**config.mk**
```make
export PLATFORM = sky130hd
export DESIGN_NAME = neuron_operand_loader_flat
export DESIGN_NICKNAME = d
export VERILOG_FILES = /design/src/rtl/neuron_operand_loader_if.sv /design/src/rtl/neuron_operand_loader.sv /design/src/flat_wrapper.sv
export SDC_FILE = /design/constraint.sdc
export NUM_CORES = 1
export LEC_CHECK = 0
export ABC_AREA = 1
export CELL_PAD_IN_SITES_DETAIL_PLACEMENT = 1
export CELL_PAD_IN_SITES_GLOBAL_PLACEMENT = 1
export CORE_ASPECT_RATIO = 1.2
export CORE_MARGIN = 3
export CORE_UTILIZATION = 43
export DETAILED_ROUTE_END_ITERATION = 8
export DONT_BUFFER_PORTS = 1
export PLACE_DENSITY_LB_ADDON = 0.1
export SLEW_MARGIN = 10
export SYNTH_ARGS = -nofsm -noshare
export SYNTH_HDL_FRONTEND = slang
export SYNTH_SLANG_ARGS = --single-unit
```
**constraint.sdc**
```tcl
create_clock -name clk -period 1.67 [get_ports clk]
set_clock_uncertainty 0.1 [all_clocks]
set_input_delay 0.334 -clock clk [delete_from_list [all_inputs] [get_ports clk]]
set_output_delay 0.334 -clock clk [all_outputs]
set_load 0.005 [all_outputs]
```
**src/rtl/neuron_operand_loader_if.sv**
```systemverilog
`default_nettype none
// ============================================================================
// neuron_operand_loader_if : word stream in, held operand bundle out
// Rev 1.0
// ============================================================================
interface neuron_operand_loader_if #(
  parameter int DATA_W = 32
);
  logic [DATA_W-1:0] s_data;
  logic              s_valid;
  logic              s_ready;
  logic              reuse_w;
  logic              clear;
  logic [DATA_W-1:0] x1;
  logic [DATA_W-1:0] x2;
  logic [DATA_W-1:0] w1;
  logic [DATA_W-1:0] w2;
  logic [DATA_W-1:0] b;
  logic              op_valid;
  logic              op_ready;
  logic              busy;

  modport slave (
    input  s_data, s_valid, reuse_w, clear, op_ready,
    output s_ready, x1, x2, w1, w2, b, op_valid, busy
  );

  modport master (
    output s_data, s_valid, reuse_w, clear, op_ready,
    input  s_ready, x1, x2, w1, w2, b, op_valid, busy
  );
endinterface
`default_nettype wire

```
**src/rtl/neuron_operand_loader.sv**
```systemverilog
`default_nettype none
// ============================================================================
// neuron_operand_loader : assembles x1,x2,w1,w2,b words into a held bundle
// Rev 1.0
// ============================================================================
module neuron_operand_loader #(
  parameter int DATA_W = 32
) (
  input  wire logic                     clk,
  input  wire logic                     rst_n,
  neuron_operand_loader_if.slave        s_if
);
  localparam logic [2:0] C_LAST_FULL  = 3'd4;
  localparam logic [2:0] C_LAST_REUSE = 3'd1;

  logic [2:0]        r_idx;
  logic              r_mode_reuse;
  logic [DATA_W-1:0] r_st_x1, r_st_x2, r_st_w1, r_st_w2, r_st_b;
  logic [DATA_W-1:0] r_x1, r_x2, r_w1, r_w2, r_b;
  logic              r_op_valid;

  logic              w_at_last;
  logic              w_s_ready;
  logic              w_accept;

  // idx 0 is never a last index, so the stale mode bit is harmless there.
  assign w_at_last = (r_idx == (r_mode_reuse ? C_LAST_REUSE : C_LAST_FULL));

  // Integration note: s_ready is combinational from op_ready at the last index.
  assign w_s_ready = !(w_at_last && r_op_valid && !s_if.op_ready);
  assign w_accept  = s_if.s_valid && w_s_ready && !s_if.clear;

  always_ff @(posedge clk or negedge rst_n) begin
    if (!rst_n) begin
      r_idx        <= 3'd0;
      r_mode_reuse <= 1'b0;
      r_st_x1      <= '0;
      r_st_x2      <= '0;
      r_st_w1      <= '0;
      r_st_w2      <= '0;
      r_st_b       <= '0;
      r_x1         <= '0;
      r_x2         <= '0;
      r_w1         <= '0;
      r_w2         <= '0;
      r_b          <= '0;
      r_op_valid   <= 1'b0;
    end else if (s_if.clear) begin
      r_idx      <= 3'd0;
      r_op_valid <= 1'b0;
    end else begin
      if (r_op_valid && s_if.op_ready) begin
        r_op_valid <= 1'b0;
      end
      if (w_accept) begin
        case (r_idx)
          3'd0: begin
            r_st_x1      <= s_if.s_data;
            r_mode_reuse <= s_if.reuse_w;
          end
          3'd1:    r_st_x2 <= s_if.s_data;
          3'd2:    r_st_w1 <= s_if.s_data;
          3'd3:    r_st_w2 <= s_if.s_data;
          3'd4:    r_st_b  <= s_if.s_data;
          default: ;
        endcase
        if (w_at_last) begin
          r_idx      <= 3'd0;
          r_op_valid <= 1'b1;
          r_x1       <= r_st_x1;
          if (r_mode_reuse) begin
            r_x2 <= s_if.s_data;
            r_w1 <= r_st_w1;
            r_w2 <= r_st_w2;
            r_b  <= r_st_b;
          end else begin
            r_x2 <= r_st_x2;
            r_w1 <= r_st_w1;
            r_w2 <= r_st_w2;
            r_b  <= s_if.s_data;
          end
        end else begin
          r_idx <= r_idx + 3'd1;
        end
      end
    end
  end

  assign s_if.s_ready  = w_s_ready;
  assign s_if.x1       = r_x1;
  assign s_if.x2       = r_x2;
  assign s_if.w1       = r_w1;
  assign s_if.w2       = r_w2;
  assign s_if.b        = r_b;
  assign s_if.op_valid = r_op_valid;
  assign s_if.busy     = (r_idx != 3'd0);
endmodule
`default_nettype wire

```
**src/flat_wrapper.sv**
```systemverilog
// flat-port wrapper written by rule: the top's interface ports become plain ports
module neuron_operand_loader_flat 
#(
  parameter int DATA_W = 32
)
  (clk, rst_n, s_if_s_data, s_if_s_valid, s_if_reuse_w, s_if_clear, s_if_op_ready, s_if_s_ready, s_if_x1, s_if_x2, s_if_w1, s_if_w2, s_if_b, s_if_op_valid, s_if_busy);
  neuron_operand_loader_if #(.DATA_W(DATA_W)) s_if_i ();
  input  wire logic clk;
  input  wire logic rst_n;
  input wire logic [$bits(s_if_i.s_data)-1:0] s_if_s_data;
  input wire logic [$bits(s_if_i.s_valid)-1:0] s_if_s_valid;
  input wire logic [$bits(s_if_i.reuse_w)-1:0] s_if_reuse_w;
  input wire logic [$bits(s_if_i.clear)-1:0] s_if_clear;
  input wire logic [$bits(s_if_i.op_ready)-1:0] s_if_op_ready;
  output wire logic [$bits(s_if_i.s_ready)-1:0] s_if_s_ready;
  output wire logic [$bits(s_if_i.x1)-1:0] s_if_x1;
  output wire logic [$bits(s_if_i.x2)-1:0] s_if_x2;
  output wire logic [$bits(s_if_i.w1)-1:0] s_if_w1;
  output wire logic [$bits(s_if_i.w2)-1:0] s_if_w2;
  output wire logic [$bits(s_if_i.b)-1:0] s_if_b;
  output wire logic [$bits(s_if_i.op_valid)-1:0] s_if_op_valid;
  output wire logic [$bits(s_if_i.busy)-1:0] s_if_busy;
  assign s_if_i.s_data = s_if_s_data;
  assign s_if_i.s_valid = s_if_s_valid;
  assign s_if_i.reuse_w = s_if_reuse_w;
  assign s_if_i.clear = s_if_clear;
  assign s_if_i.op_ready = s_if_op_ready;
  assign s_if_s_ready = s_if_i.s_ready;
  assign s_if_x1 = s_if_i.x1;
  assign s_if_x2 = s_if_i.x2;
  assign s_if_w1 = s_if_i.w1;
  assign s_if_w2 = s_if_i.w2;
  assign s_if_b = s_if_i.b;
  assign s_if_op_valid = s_if_i.op_valid;
  assign s_if_busy = s_if_i.busy;
  neuron_operand_loader #(.DATA_W(DATA_W)) u_core (.clk(clk), .rst_n(rst_n), .s_if(s_if_i));
endmodule
```
Word-level counts from Yosys, hierarchy flattened
Index checks and enable logic that the tools add are counted.

Bits of input ports: 38. Output and inout port bits: 163. Logic and storage cells: 47. Flip-flop bits (word level): 325.

Bitwise gates (word level): 1. Reduce and logical (&&, ||, !) cells: 17. Add/subtract/negate cells: 1. Multiplexer cells: 10. Equality and inequality tests: 5.

Operators by type and width (number): 32-bit 2-to-1 mux (2); 3-bit AND reduction (6); 3-bit 2-to-1 mux (4); 3-bit by 2-bit == test with 1-bit output (second input constant) (2); 1-bit logical AND (5); 1-bit 2-to-1 mux (4); 3-bit by 1-bit adder with 3-bit output (second input constant) (1); 3-bit by 1-bit == test with 1-bit output (second input constant) (1); 3-bit == test (1); 3-bit == test (second input constant) (1); 1-bit zero test (3); 3-bit zero test (1); 3-bit nonzero test (1); 2-bit nonzero test (1); 1-bit NOT (1).

Longest topological paths before layout
Gate-level depths: netlist (run 1).

Depth in word-level cells: 9. Depth in mapped cells: 10. Gate-level depth less buffers: 8.

Worst setup path after synthesis (run 1)
No wires, ideal clock.

Path kind: register -> register. From: register u_core.r_idx[1]. To: register u_core.r_st_x1[11]. Data required time: 1454 ps. Stages on the path, launching flop included: 9. Arrival time: 1445 ps. Setup slack: 9 ps. Clock period less this slack: 1661 ps. Library setup time: 116 ps. Cells stage by stage: dfrtp_1 > inv_1 > ha_1 > nand2_1 > inv_1 > nand4_1 > buf_2 > nand2_1 > nand2_1.

Word-level cells in the longest chain between the ends: 7.

RTL lines: start: declaration (line neuron_operand_loader.sv:16) `logic [2:0] r_idx;`; start signal: assignment (line neuron_operand_loader.sv:83) `r_idx <= r_idx + 3'd1;`; 3-bit == test (line neuron_operand_loader.sv:27) `assign w_at_last = (r_idx == (r_mode_reuse ? C_LAST_REUSE : C_LAST_FULL));`; 1-bit logical AND (2 in series) (line neuron_operand_loader.sv:30) `assign w_s_ready = !(w_at_last && r_op_valid && !s_if.op_ready);`; 1-bit zero test (line neuron_operand_loader.sv:30); 1-bit logical AND (2 in series) (line neuron_operand_loader.sv:31) `assign w_accept = s_if.s_valid && w_s_ready && !s_if.clear;`; 3-bit AND reduction (no line) *; end signal: assignment (line neuron_operand_loader.sv:58) `r_st_x1 <= s_if.s_data;`; end: declaration (line neuron_operand_loader.sv:18) `logic [DATA_W-1:0] r_st_x1, r_st_x2, r_st_w1, r_st_w2, r_st_b;`.

Every way passes the cells marked *; elsewhere a longest branch is shown, timed or not. A chain may end at the register's enable or synchronous reset.

Worst setup path after layout (run 1)
From: register u_core.r_idx[0]. To: output s_if_s_ready.

Word-level cells in the longest chain between the ends: 4.

RTL lines: 3-bit == test (line neuron_operand_loader.sv:27); 1-bit logical AND (2 in series) (line neuron_operand_loader.sv:30); 1-bit zero test (line neuron_operand_loader.sv:30); end: declaration (line flat_wrapper.sv:15) `output wire logic [$bits(s_if_i.s_ready)-1:0] s_if_s_ready;`.

No other way between the ends.

==> summary by stage, run 1 <==
Outcome
The flow ran to the end, but the final reports show violations. The checks that failed: negative hold slack, negative setup slack.

Synth
After synthesis, flip-flops and latches occupy 60.9% of the total area. The count of flip-flops with a built-in enable after synthesis is 0. The dominant cell by count in the synthesized netlist is nand2_1. The number of warnings printed during yosys synthesis is 0. The main flop type after synthesis is dfrtp_1. The top cell type's share of synthesized area is 60.9%. The area of the mapped netlist is 0.0134 sq mm. By area the synthesized netlist is led by dfrtp_1, nand2_1, o21ai_1. The count of state elements after synthesis is 325. The average footprint of a synthesized cell is 8.81 sq um. In this run, distinct cell masters in the synthesized netlist total 22. The synthesized design spends more area on one cell type than any other, namely dfrtp_1. The synthesized instance count is 1,515. The number of nets handed over by synthesis was 1,558.

For this run, asynchronously set or reset flops after synthesis account for 100%. Sorting the synthesized cells by how often they occur yields nand2_1, dfrtp_1, inv_1, o21ai_1, o21ai_0.

Global route
The largest net degree at the start of global routing is 326. The initial antenna violation count came to 5. Summed over all layers, the global routing overflow is 0.

The via count of the first global-routing pass is 11.7k. The first global-routing pass estimated 70,600 um of wire. In the global route stage, overall resource usage came out at 27.6%.

Clock network
No sink is reached through more buffers than the 3 on the longest clock path. The CTS buffer count is 36. Counting every sink on the clock net gives 325. For this design, the CTS-stage hold fixing added 37 buffers. After clock tree synthesis, the clock-pin slew on the worst setup and hold paths is 0.07 ns. The H-tree was split into 2 levels. TritonCTS built the clock tree. The root buffer cell chosen for the clock tree is clkbuf_16. Clock latency on the worst-skew pair, taken at its later pin, is 0.53 ns.

Power
In this run the static leakage power is 9.29 nW. VDD sags by at most 0.968 mV. The power density over the cells is 1570 mW/mm^2.

STA
The final critical delay including setup and external delays is 2.06 ns. The setup violation total in the final timing report is 325. The count of final max-slew check failures is 0.

The number of hold violations in the final report is 325. Once routing completed, OpenROAD measured the worst setup slack at -0.394 ns. The worst hold-check slack is -0.602 ns.

The accumulated negative setup slack is -81.98 ns. Based on the critical path, the design can be clocked at up to 484 MHz. Of the available clock period, the critical path in the final layout requires 124%. Setup repair after global routing could not meet its margin everywhere. Measured against its own limit, the worst slew margin works out to 57.9%. The transition at the pin with the smallest max-transition slack is 0.625 ns.

Critical path
The type of destination of the critical path is an output port. In this run the worst path has a maximum fanout of 3. For the worst setup path, the data required time is 1.24 ns. The startpoint type of the worst setup path is a register. By startpoint and endpoint, the worst setup path is classified as register to output port.

The slack of the worst reg-to-reg path is -0.39 ns. The data arrival time of the worst path is 1.63 ns.

Drt
Detailed routing inserted a total of 11.2k vias. The routed length on met2 is 27,100 um. For this run, the detailed router's first-pass iteration total came to 5. The detailed-routing wirelength on met1 is 19,800 um. For this block, the initial DRC count from the detailed router was 749. The count of unresolved DRC violations after routing is 0. The wire length on met3 is 3030 um. In the final routed layout, each cell accounts on average for 25.2 um. The count of nets left with antenna violations once routing finished came out at 0. The routed design has 52,400 um of wire. The mean number of vias per cell is 5.41. The topmost layer with routed signal wires is met4.

Floorplan
The region available for standard cell placement spans 0.0306 sq mm. Once the floorplan was initialized, standard cells occupied 43.7% of the core. The number of core rows is 70. The number of I/O pins is 201. The floorplan step set the die width to 167 um. The floorplan step defined a die boundary enclosing 0.0332 sq mm.

The height of the die is 199 um.

Layout
Relative to the synthesized area, the layout overhead comes to 37.7%. Cells fill 60.1% of the core in the end. Cells with a size suffix above 1 make up 26.7% of the layout.

Once layout is done, the placed cells without fillers occupy 0.0184 sq mm. The number of standard cells in the final layout excluding fillers is 2,078. For this run, the post-layout net count is 1,693.

Placed design
In this run the tool buffered the top-level ports with 0 buffer cells. Including well taps, the total number of placed cells is 1,867. At the end of routability-driven placement, the weighted congestion stood at 0.733. Detailed placement ended at an HPWL of 23,800 um. The cell area after placement is 0.0137 sq mm.

Run
Max-cap violations in this run came to 0.

Min path
The worst hold-check path type is primary input to asynchronous set/reset pin.
critical path, cell delays in order (launching register included):
cell	delay, ns
dfrtp_1	0.43
inv_4	0.12
nand2_2	0.08
nand2_4	0.08
nand4_4	0.11
buf_6	0.15
buf_6	0.12
routing by layer:
metal,global-route usage (%),vias up
met1,32.3,5777
met3,7.18,129
met2,49.4,368
li1,-,4959
met4,9.99,0
met5,0,-
timing repair:
action,CTS,global route
setup buffers,48,19
cloned,29,21
gates resized for setup,159,295
endpoints found under the hold margin,521,325
pin swaps,17,47
setup endpoints to repair,301,325
layout by cell type, fill, tap and decap left out, drive strengths merged:
| cell type | count |
|---|---|
| o21ai | 229 |
| clkinv | 5 |
| clkinvlp | 1 |
| bufinv | 2 |
| nand4 | 7 |
| clkbuf | 72 |
| nand2 | 715 |
| nand3 | 6 |
| nor2 | 10 |
| dfrtp | 325 |
| buf | 123 |
| ha | 5 |
| inv | 140 |
| dlygate4sd3 | 37 |
| diode | 5 |
final timing paths:
| check | startpoint | to | depth (start not counted) |
|---|---|---|---|
| worst max-delay path | u_core.r_idx[0]$_DFFE_PN0P_ | s_if_s_ready | 6 |
| worst min-delay path | rst_n | u_core.s_if.w2[4]$_DFFE_PN0P_ | 0 |
| worst max register to register | u_core.r_idx[0]$_DFFE_PN0P_ | u_core.r_st_w2[15]$_DFFE_PN0P_ | 13 |
| worst min register to register | u_core.r_st_b[21]$_DFFE_PN0P_ | u_core.r_st_b[21]$_DFFE_PN0P_ | 2 |
| max in group asynchronous | rst_n | u_core.r_st_x2[20]$_DFFE_PN0P_ | 0 |
| min in group clk | s_if_s_data[26] | u_core.s_if.x2[26]$_DFFE_PN0P_ | 4 |
metrics by stage:
| stage | power (mW) | hold slack (ns) | setup WS [ns] |
|---|---|---|---|
| global placement | 17.2 | -0.0493 | -0.0895 |
| finish | 28.8 | -0.602 | -0.394 |
| detailed placement | 17.5 | -0.0547 | -0.135 |
| global route | 30.4 | -0.621 | -0.421 |
| CTS | 27.0 | -0.615 | -0.317 |
| floorplan | 15.8 | -0.0616 | 0.00885 |
layout make-up:
cell class	count	area, sq um
Antenna cell	5	12.5
Clock buffer	58	1130
Clock inverter	7	103
Fill cell	3279	12200
Inverter	141	544
Multi-Input combinational cell	972	5350
Sequential cell	325	8140
Tap cell	396	495
Timing Repair Buffer	174	2610
state kept, by name, summed over array words and instances (netlist names):
register / count
u_core.r_st_w2: 32
u_core.r_st_x1: 32
u_core.r_st_b: 32
u_core.r_mode_reuse: 1
u_core.s_if.x2: 32
u_core.r_st_w1: 32
u_core.r_idx: 3
u_core.s_if.x1: 32
u_core.s_if.b: 32
u_core.s_if.w2: 32
u_core.s_if.op_valid: 1
u_core.s_if.w1: 32
u_core.r_st_x2: 32
where the power goes:
group          leakage, nW  internal [mW]  switching [mW]
registers             4.20           10.8            2.86
logic                 4.49           3.10            3.85
clock network        0.599           4.94            3.34
total                 9.29           18.8            10.1
cell families after synthesis:
group                    count (synthesis)  share of synthesized area [%]
AO/OA/AOI/OAI                          229                           8.61
buffers and inverters                  222                           8.08
AND/OR/NAND/NOR                        734                           21.9
adder cells (fa/ha/maj)                  5                          0.469
flip-flops                             325                           60.9
(Power assumes the default switching activity.)
==> run 2: changes to the inputs <==
--- a/config.mk
+++ b/config.mk
@@ -10,9 +10,10 @@
 export CELL_PAD_IN_SITES_GLOBAL_PLACEMENT = 1
 export CORE_ASPECT_RATIO = 1.2
 export CORE_MARGIN = 3
-export CORE_UTILIZATION = 43
+export CORE_UTILIZATION = 48
 export DETAILED_ROUTE_END_ITERATION = 8
 export DONT_BUFFER_PORTS = 1
+export HOLD_SLACK_MARGIN = 0.12
 export PLACE_DENSITY_LB_ADDON = 0.1
 export SLEW_MARGIN = 10
 export SYNTH_ARGS = -nofsm -noshare
==> constraint.sdc (replaced) <==
create_clock -name clk -period 2 [get_ports clk]
set_clock_uncertainty 0.1 [all_clocks]
set_input_delay 0.4 -clock clk [delete_from_list [all_inputs] [get_ports clk]]
set_output_delay 0.4 -clock clk [all_outputs]
set_load 0.005 [all_outputs]
==> summary by stage, run 2 (same netlist as run 1, synthesis figures left out) <==
Critical path
The startpoint identified for the worst register-to-register timing path is u_core.r_idx[0]$_DFFE_PN0P_. The worst setup path is captured at an output port. The startpoint type of the worst setup path is a register.

The slack of the worst reg-to-reg path is 0.02 ns (+0.41 ns). The largest driver fanout on the critical path is 4 (+1). The depth of the worst register-to-register path is 7 (-6).

The end of the worst register-to-register path is u_core.r_st_b[26]$_DFFE_PN0P_. The endpoint required time on the critical path was 1.50 ns (+0.26 ns). The data arrival time of the worst path is 1.51 ns (-0.12 ns).

The worst setup path is of the register to output port kind.

Run
The total of max-cap violations is 0 (unchanged).

STA
The relative slew slack was 55.2% (-2.7 points). The final critical delay including setup and external delays is 2.01 ns. The accumulated negative setup slack is -0.00976 ns (+81.97 ns). The transition at the pin with the smallest max-transition slack came to 0.672 ns (+0.0476 ns). Setup repair after global routing could not meet its margin everywhere. The count of final max-slew check failures is 0 (unchanged). The portion of the clock cycle consumed by the worst path in the final layout is 100%. The least setup slack across all paths after layout came to -0.00976 ns (+0.385 ns).

Static timing analysis puts the maximum clock frequency at 498 MHz. The number of hold violations in the final report was 325 (unchanged). The worst hold-check slack came to -0.506 ns (+0.0968 ns). The setup violation total in the final timing report was 1 (-99.7%).

Min path
The worst hold-check path type is primary input to asynchronous set/reset pin.

Outcome
The flow ran to the end, but the final reports show violations. The checks that failed: negative hold slack, negative setup slack.

Power
The static power due to leakage came to 7.93 nW (-15%). The overall power after layout is 21.5 mW (-25%). The power density over the cells is 1410 mW/mm^2 (-9.8%). The maximum vdd drop came to 0.836 mV (-14%).

Global route
The via count of the first global-routing pass came to 10.4k (-10%). The total global routing track utilization is 25.2% (-2.5 points). The largest net degree at the start of global routing came to 326 (unchanged). The first-pass GRT wire length is 59,100 um (-16%). The total global routing overflow is 0 (unchanged). The initial antenna violation count is 1 (-4).

Layout
The library cell used most frequently in the layout, excluding fill and tap cells, is nand2_1. The fraction of final layout cells sized beyond drive strength 1 is 6.98% (-20 points). The number of filler cells placed in the layout is 3,169 (-3.4%). The net count of the finished layout is 1,581 (-6.6%). From synthesis to final layout, the design area changed by 13.8%. In the layout the commonest cells are nand2_1, dfrtp_1, inv_1.

Clock network
The clock-pin slew on the worst setup and hold paths is 0.06 ns (about the same). TritonCTS built the clock tree. The number of sinks handled by clock tree synthesis is 325 (unchanged). The maximum root-to-sink buffer count was 3 (unchanged). The count of H-tree levels built during CTS is 2 (unchanged). The master cell of the clock root buffer is clkbuf_16.

The CTS buffer count is 35 (-2.8%). The clock latency of the later-clocked register in the worst-skew pair is 0.51 ns (-0.02 ns).

Drt
The average wire length per cell after detail routing is 19.6 um (-22%). The number of DRC markers in iteration 0 is 581 (-22%). The mean number of vias per cell is 5.24 (-3.0%). The number of iterations in the first detailed-routing pass was 4 (-1). The count of antenna-violating nets left after detailed routing was 0 (unchanged). The count of unresolved DRC violations after routing is 0 (unchanged). The number of vias after detailed routing is 9,978 (-11%). The total wire length is 37,400 um (-29%).

Floorplan
The height of the die is 189 um (-5.2%). The number of I/O pins is 201 (unchanged). The overall die area is 0.0299 sq mm (-10%). The horizontal die dimension was 158 um (-5.2%). The placeable core region is 0.0273 sq mm (-11%). The effective utilization at floorplan is 49.0% (+5.3 points). The number of core rows came to 66 (-5.7%).

Placed design
The last weighted congestion value of the routability-driven placer is 0.796 (+8.6%). The number of buffers inserted by port buffering is 0 (unchanged). The HPWL after detailed placement is 22,300 um (-6.5%).
## run 2: cell types whose count changed in the layout (fill, tap and decap cells not counted), sizes merged
cell | previous run | this run
buf | 123 | 28
inv | 140 | 141
diode | 5 | 1
clkbuf | 72 | 54
clkinv | 5 | 3
bufinv | 2 | 4
nor2 | 10 | 7
## run 2: per-stage QoR
stage	cells	instance area (sq um)	setup slack (ns)	utilization (%)	hold slack, ns
CTS	1897	15100	-0.00341	55.4	-0.525
floorplan	1515	13400	0.339	-	0.00441
global route	1903	15200	-0.0887	55.8	-0.538
finish	1903	15200	-0.00976	55.8	-0.506
global placement	1794	13400	-0.00175	49.3	0.0151
detailed placement	1794	13400	-0.00579	49.3	0.0146
## run 2: worst max path at each step
| stage | depth (start not counted) | start | slack [ns] | endpoint |
|---|---|---|---|---|
| after floorplan | 8 | u_core.r_idx[1]$_DFFE_PN0P_ | 0.34 | u_core.r_st_x1[11]$_DFFE_PN0P_ |
| after global placement | 6 | u_core.s_if.op_valid$_DFF_PN0_ | -0.002 | u_core.s_if.op_valid$_DFF_PN0_ |
| after detailed placement | 6 | u_core.s_if.op_valid$_DFF_PN0_ | -0.006 | u_core.s_if.op_valid$_DFF_PN0_ |
| after CTS | 7 | u_core.r_mode_reuse$_DFFE_PN0P_ | -0.003 | u_core.r_st_w1[25]$_DFFE_PN0P_ |
| after global routing | 7 | u_core.r_idx[0]$_DFFE_PN0P_ | -0.09 | u_core.r_st_b[3]$_DFFE_PN0P_ |
| final | 4 | u_core.r_idx[0]$_DFFE_PN0P_ | -0.01 | s_if_s_ready |
## run 2: timing repair
item,4_1_cts,5_1_grt
gates resized for setup,7,4
hold buffers,35,2
endpoints found under the setup margin,82,155
setup buffers,6,2
hold endpoints to repair,544,326
pin swaps,4,26
cloned,1,1
## run 2: area by class of cell
class                           instances  area (sq um)  area share, %
Antenna cell                            1          2.50         0.0165
Clock inverter                          8           143          0.939
Sequential cell                       325          8140           53.5
Timing Repair Buffer                   66           699           4.60
Tap cell                              340           425           2.80
Clock buffer                           53          1100           7.21
Inverter                              141           529           3.48
Multi-Input combinational cell        969          4170           27.4
## run 2: critical path: stages (launching register included)
cell and delay, ns:
dfrtp_1 0.38, inv_2 0.09, o21ai_4 0.20, nand4_4 0.17, buf_6 0.17
## run 2: layer usage
layer  track usage (%)  vias to the layer above  part of all wire (%)
met5                 0                        -                     0
met4              6.98                        0                   2.6
met3              5.65                       62                   6.1
met2              43.2                      218                    51
met1              32.0                     4984                    40
li1                  -                     4714                     -
## run 2: power breakdown
part	internal (mW)	leakage, nW	switching [mW]
clock network	4.29	0.609	2.59
registers	8.98	4.20	1.86
logic	1.50	3.12	2.28
total	14.8	7.93	6.74
==> run 3: changes to the inputs <==
--- a/config.mk
+++ b/config.mk
@@ -6,11 +6,9 @@
 export NUM_CORES = 1
 export LEC_CHECK = 0
 export ABC_AREA = 1
-export CELL_PAD_IN_SITES_DETAIL_PLACEMENT = 1
-export CELL_PAD_IN_SITES_GLOBAL_PLACEMENT = 1
 export CORE_ASPECT_RATIO = 1.2
 export CORE_MARGIN = 3
-export CORE_UTILIZATION = 48
+export CORE_UTILIZATION = 55
 export DETAILED_ROUTE_END_ITERATION = 8
 export DONT_BUFFER_PORTS = 1
 export HOLD_SLACK_MARGIN = 0.12
==> summary by stage, run 3 (same netlist as run 1, synthesis figures left out) <==
Outcome
The flow ran to the end, but the final reports show violations. The checks that failed: negative hold slack.

STA
The portion of the clock cycle consumed by the worst path in the final layout came to 96.7% (-3.8 points). The final critical delay including setup and external delays was 1.93 ns (-0.0764 ns). The number of hold violations in the final report is 325 (unchanged). The setup violation total in the final timing report is 0 (-1). The relative slew slack is 32.7% (-23 points). Setup repair after global routing left no endpoint under its margin. The least setup slack across all paths after layout is 0.0666 ns (+0.0764 ns).

The accumulated negative setup slack is 0 ns (+0.00976 ns). The count of final max-slew check failures was 0 (unchanged). The transition at the pin with the smallest max-transition slack is 1.01 ns (+0.338 ns). The top achievable clock speed came to 517 MHz (+4.0%). The worst hold-check slack was -0.508 ns (-0.00237 ns).

Floorplan
The effective utilization at floorplan is 56.8% (+7.8 points). The height of the die was 177 um (-6.4%). The placeable core region is 0.0235 sq mm (-14%).

The number of I/O pins is 201 (unchanged). The number of core rows is 61 (-7.6%). The horizontal die dimension is 148 um (-6.3%). The overall die area is 0.0262 sq mm (-12%).

Power
The static power due to leakage is 7.97 nW (+0.54%). The power density over the cells is 1360 mW/mm^2 (-3.6%). The maximum vdd drop is 0.702 mV (-16%). The overall power after layout came to 20.9 mW (-2.9%).

Global route
The first-pass GRT wire length came to 52,700 um (-11%). The total global routing track utilization was 25.4% (+0.21 points). The via count of the first global-routing pass is 9,456 (-9.5%). The initial antenna violation count is 3 (+2). The total global routing overflow was 0 (unchanged). The largest net degree at the start of global routing came to 326 (unchanged).

Clock network
TritonCTS built the clock tree. The maximum root-to-sink buffer count is 3 (unchanged). The clock-pin slew on the worst setup and hold paths is 0.06 ns (about the same). The count of H-tree levels built during CTS is 2 (unchanged). The tree is rooted in a clkbuf_16. The CTS buffer count is 34 (-2.9%).

The clock latency of the later-clocked register in the worst-skew pair is 0.51 ns (about the same). The number of sinks handled by clock tree synthesis is 325 (unchanged).

Run
The total of max-cap violations was 0 (unchanged).

Drt
The average wire length per cell after detail routing is 18.1 um (-7.9%). The number of vias after detailed routing was 9,861 (-1.2%). The mean number of vias per cell was 5.21 (-0.60%). The total wire length is 34,200 um (-8.5%). The number of DRC markers in iteration 0 is 715 (+23%).

The count of antenna-violating nets left after detailed routing is 0 (unchanged). The count of unresolved DRC violations after routing is 0 (unchanged). The number of iterations in the first detailed-routing pass is 5 (+1).

Layout
The number of standard cells in the final layout excluding fillers is 1,892 (-0.58%). The fraction of final layout cells sized beyond drive strength 1 is 7.81% (+0.83 points). The net count of the finished layout is 1,594 (+0.82%). Leaving out fill and tap cells, the most frequent cells in the layout are nand2_1, dfrtp_1, inv_1. The final standard cell utilization of the core is 65.1% (+9.4 points). Leaving out fill and tap cells, the most frequent cell in the layout is nand2_1. From synthesis to final layout, the design area changed by 14.7%. The cell area after layout came to 0.0153 sq mm (+0.72%).

Placed design
The HPWL after detailed placement is 20,700 um (-7.0%). The number of buffers inserted by port buffering came to 0 (unchanged). The worst-case setup slack after placement is -0.0103 ns (-0.00456 ns). The last weighted congestion value of the routability-driven placer is 0.829 (+4.2%). The cell area after placement is 0.0135 sq mm (+0.14%).

The number of cells in the design after placement is 1,769 (-1.4%).

Critical path
The endpoint required time on the critical path came to 1.50 ns (about the same). The type of destination of the critical path is an output port. The data arrival time of the worst path was 1.43 ns (-0.08 ns). STA classifies the critical path startpoint as a primary input.

The largest driver fanout on the critical path came to 8 (+4). The critical path in this run is classified as primary input to output port.

Min path
The worst hold path belongs to the class primary input to asynchronous set/reset pin.
## run 3: final timing paths
check	startpoint	endpoint	slack, ns	depth (start not counted)
max reg2reg	u_core.r_idx[0]$_DFFE_PN0P_	u_core.s_if.w2[0]$_DFFE_PN0P_	0.17	10
min	rst_n	u_core.s_if.w2[7]$_DFFE_PN0P_	-0.51	0
min in group clk	s_if_s_data[15]	u_core.s_if.x2[15]$_DFFE_PN0P_	0.15	4
max	s_if_op_ready	s_if_s_ready	0.07	3
min reg2reg	u_core.r_st_x2[0]$_DFFE_PN0P_	u_core.r_st_x2[0]$_DFFE_PN0P_	0.37	2
max in group asynchronous	rst_n	u_core.r_idx[0]$_DFFE_PN0P_	1.46	0
## run 3: area by class of cell
cell class | instances | area (sq um)
clock inverters | 6 | 83.8
multi-input cells | 973 | 4230
repair buffers | 76 | 888
flip-flops and latches | 325 | 8140
well taps | 315 | 394
inverters | 141 | 529
diodes | 2 | 5.00
fillers | 1996 | 8200
clock buffers | 54 | 1040
## run 3: power by group
part           total [mW]  internal, mW  switching (mW)  leakage [nW]
Combinational        3.67          1.52            2.15          3.23
Clock                6.36          3.83            2.53         0.550
Sequential           10.9          8.98            1.87          4.20
Total                20.9          14.3            6.55          7.97
## run 3: layer usage
| layer | global-route usage (%) | up-vias | wire length [um] |
|---|---|---|---|
| li1 | - | 4744 | - |
| met1 | 32.6 | 4774 | 13800 |
| met2 | 43.7 | 279 | 17300 |
| met3 | 5.56 | 64 | 2180 |
| met4 | 7.24 | 0 | 925 |
| met5 | 0 | - | 0 |
## run 3: repair_timing
action                                  4_1_cts  5_1_grt
cloned                                        0        5
hold buffers                                 36        1
pin swaps                                     3       12
setup buffers                                 0       19
gates resized for setup                       9        5
endpoints found under the hold margin       549      326
endpoints found under the setup margin       15      164
## run 3: critical path, cell delays in order
cell and delay (ns):
dlygate4sd3_1 0.55, nor2_2 0.24, nand4_4 0.24
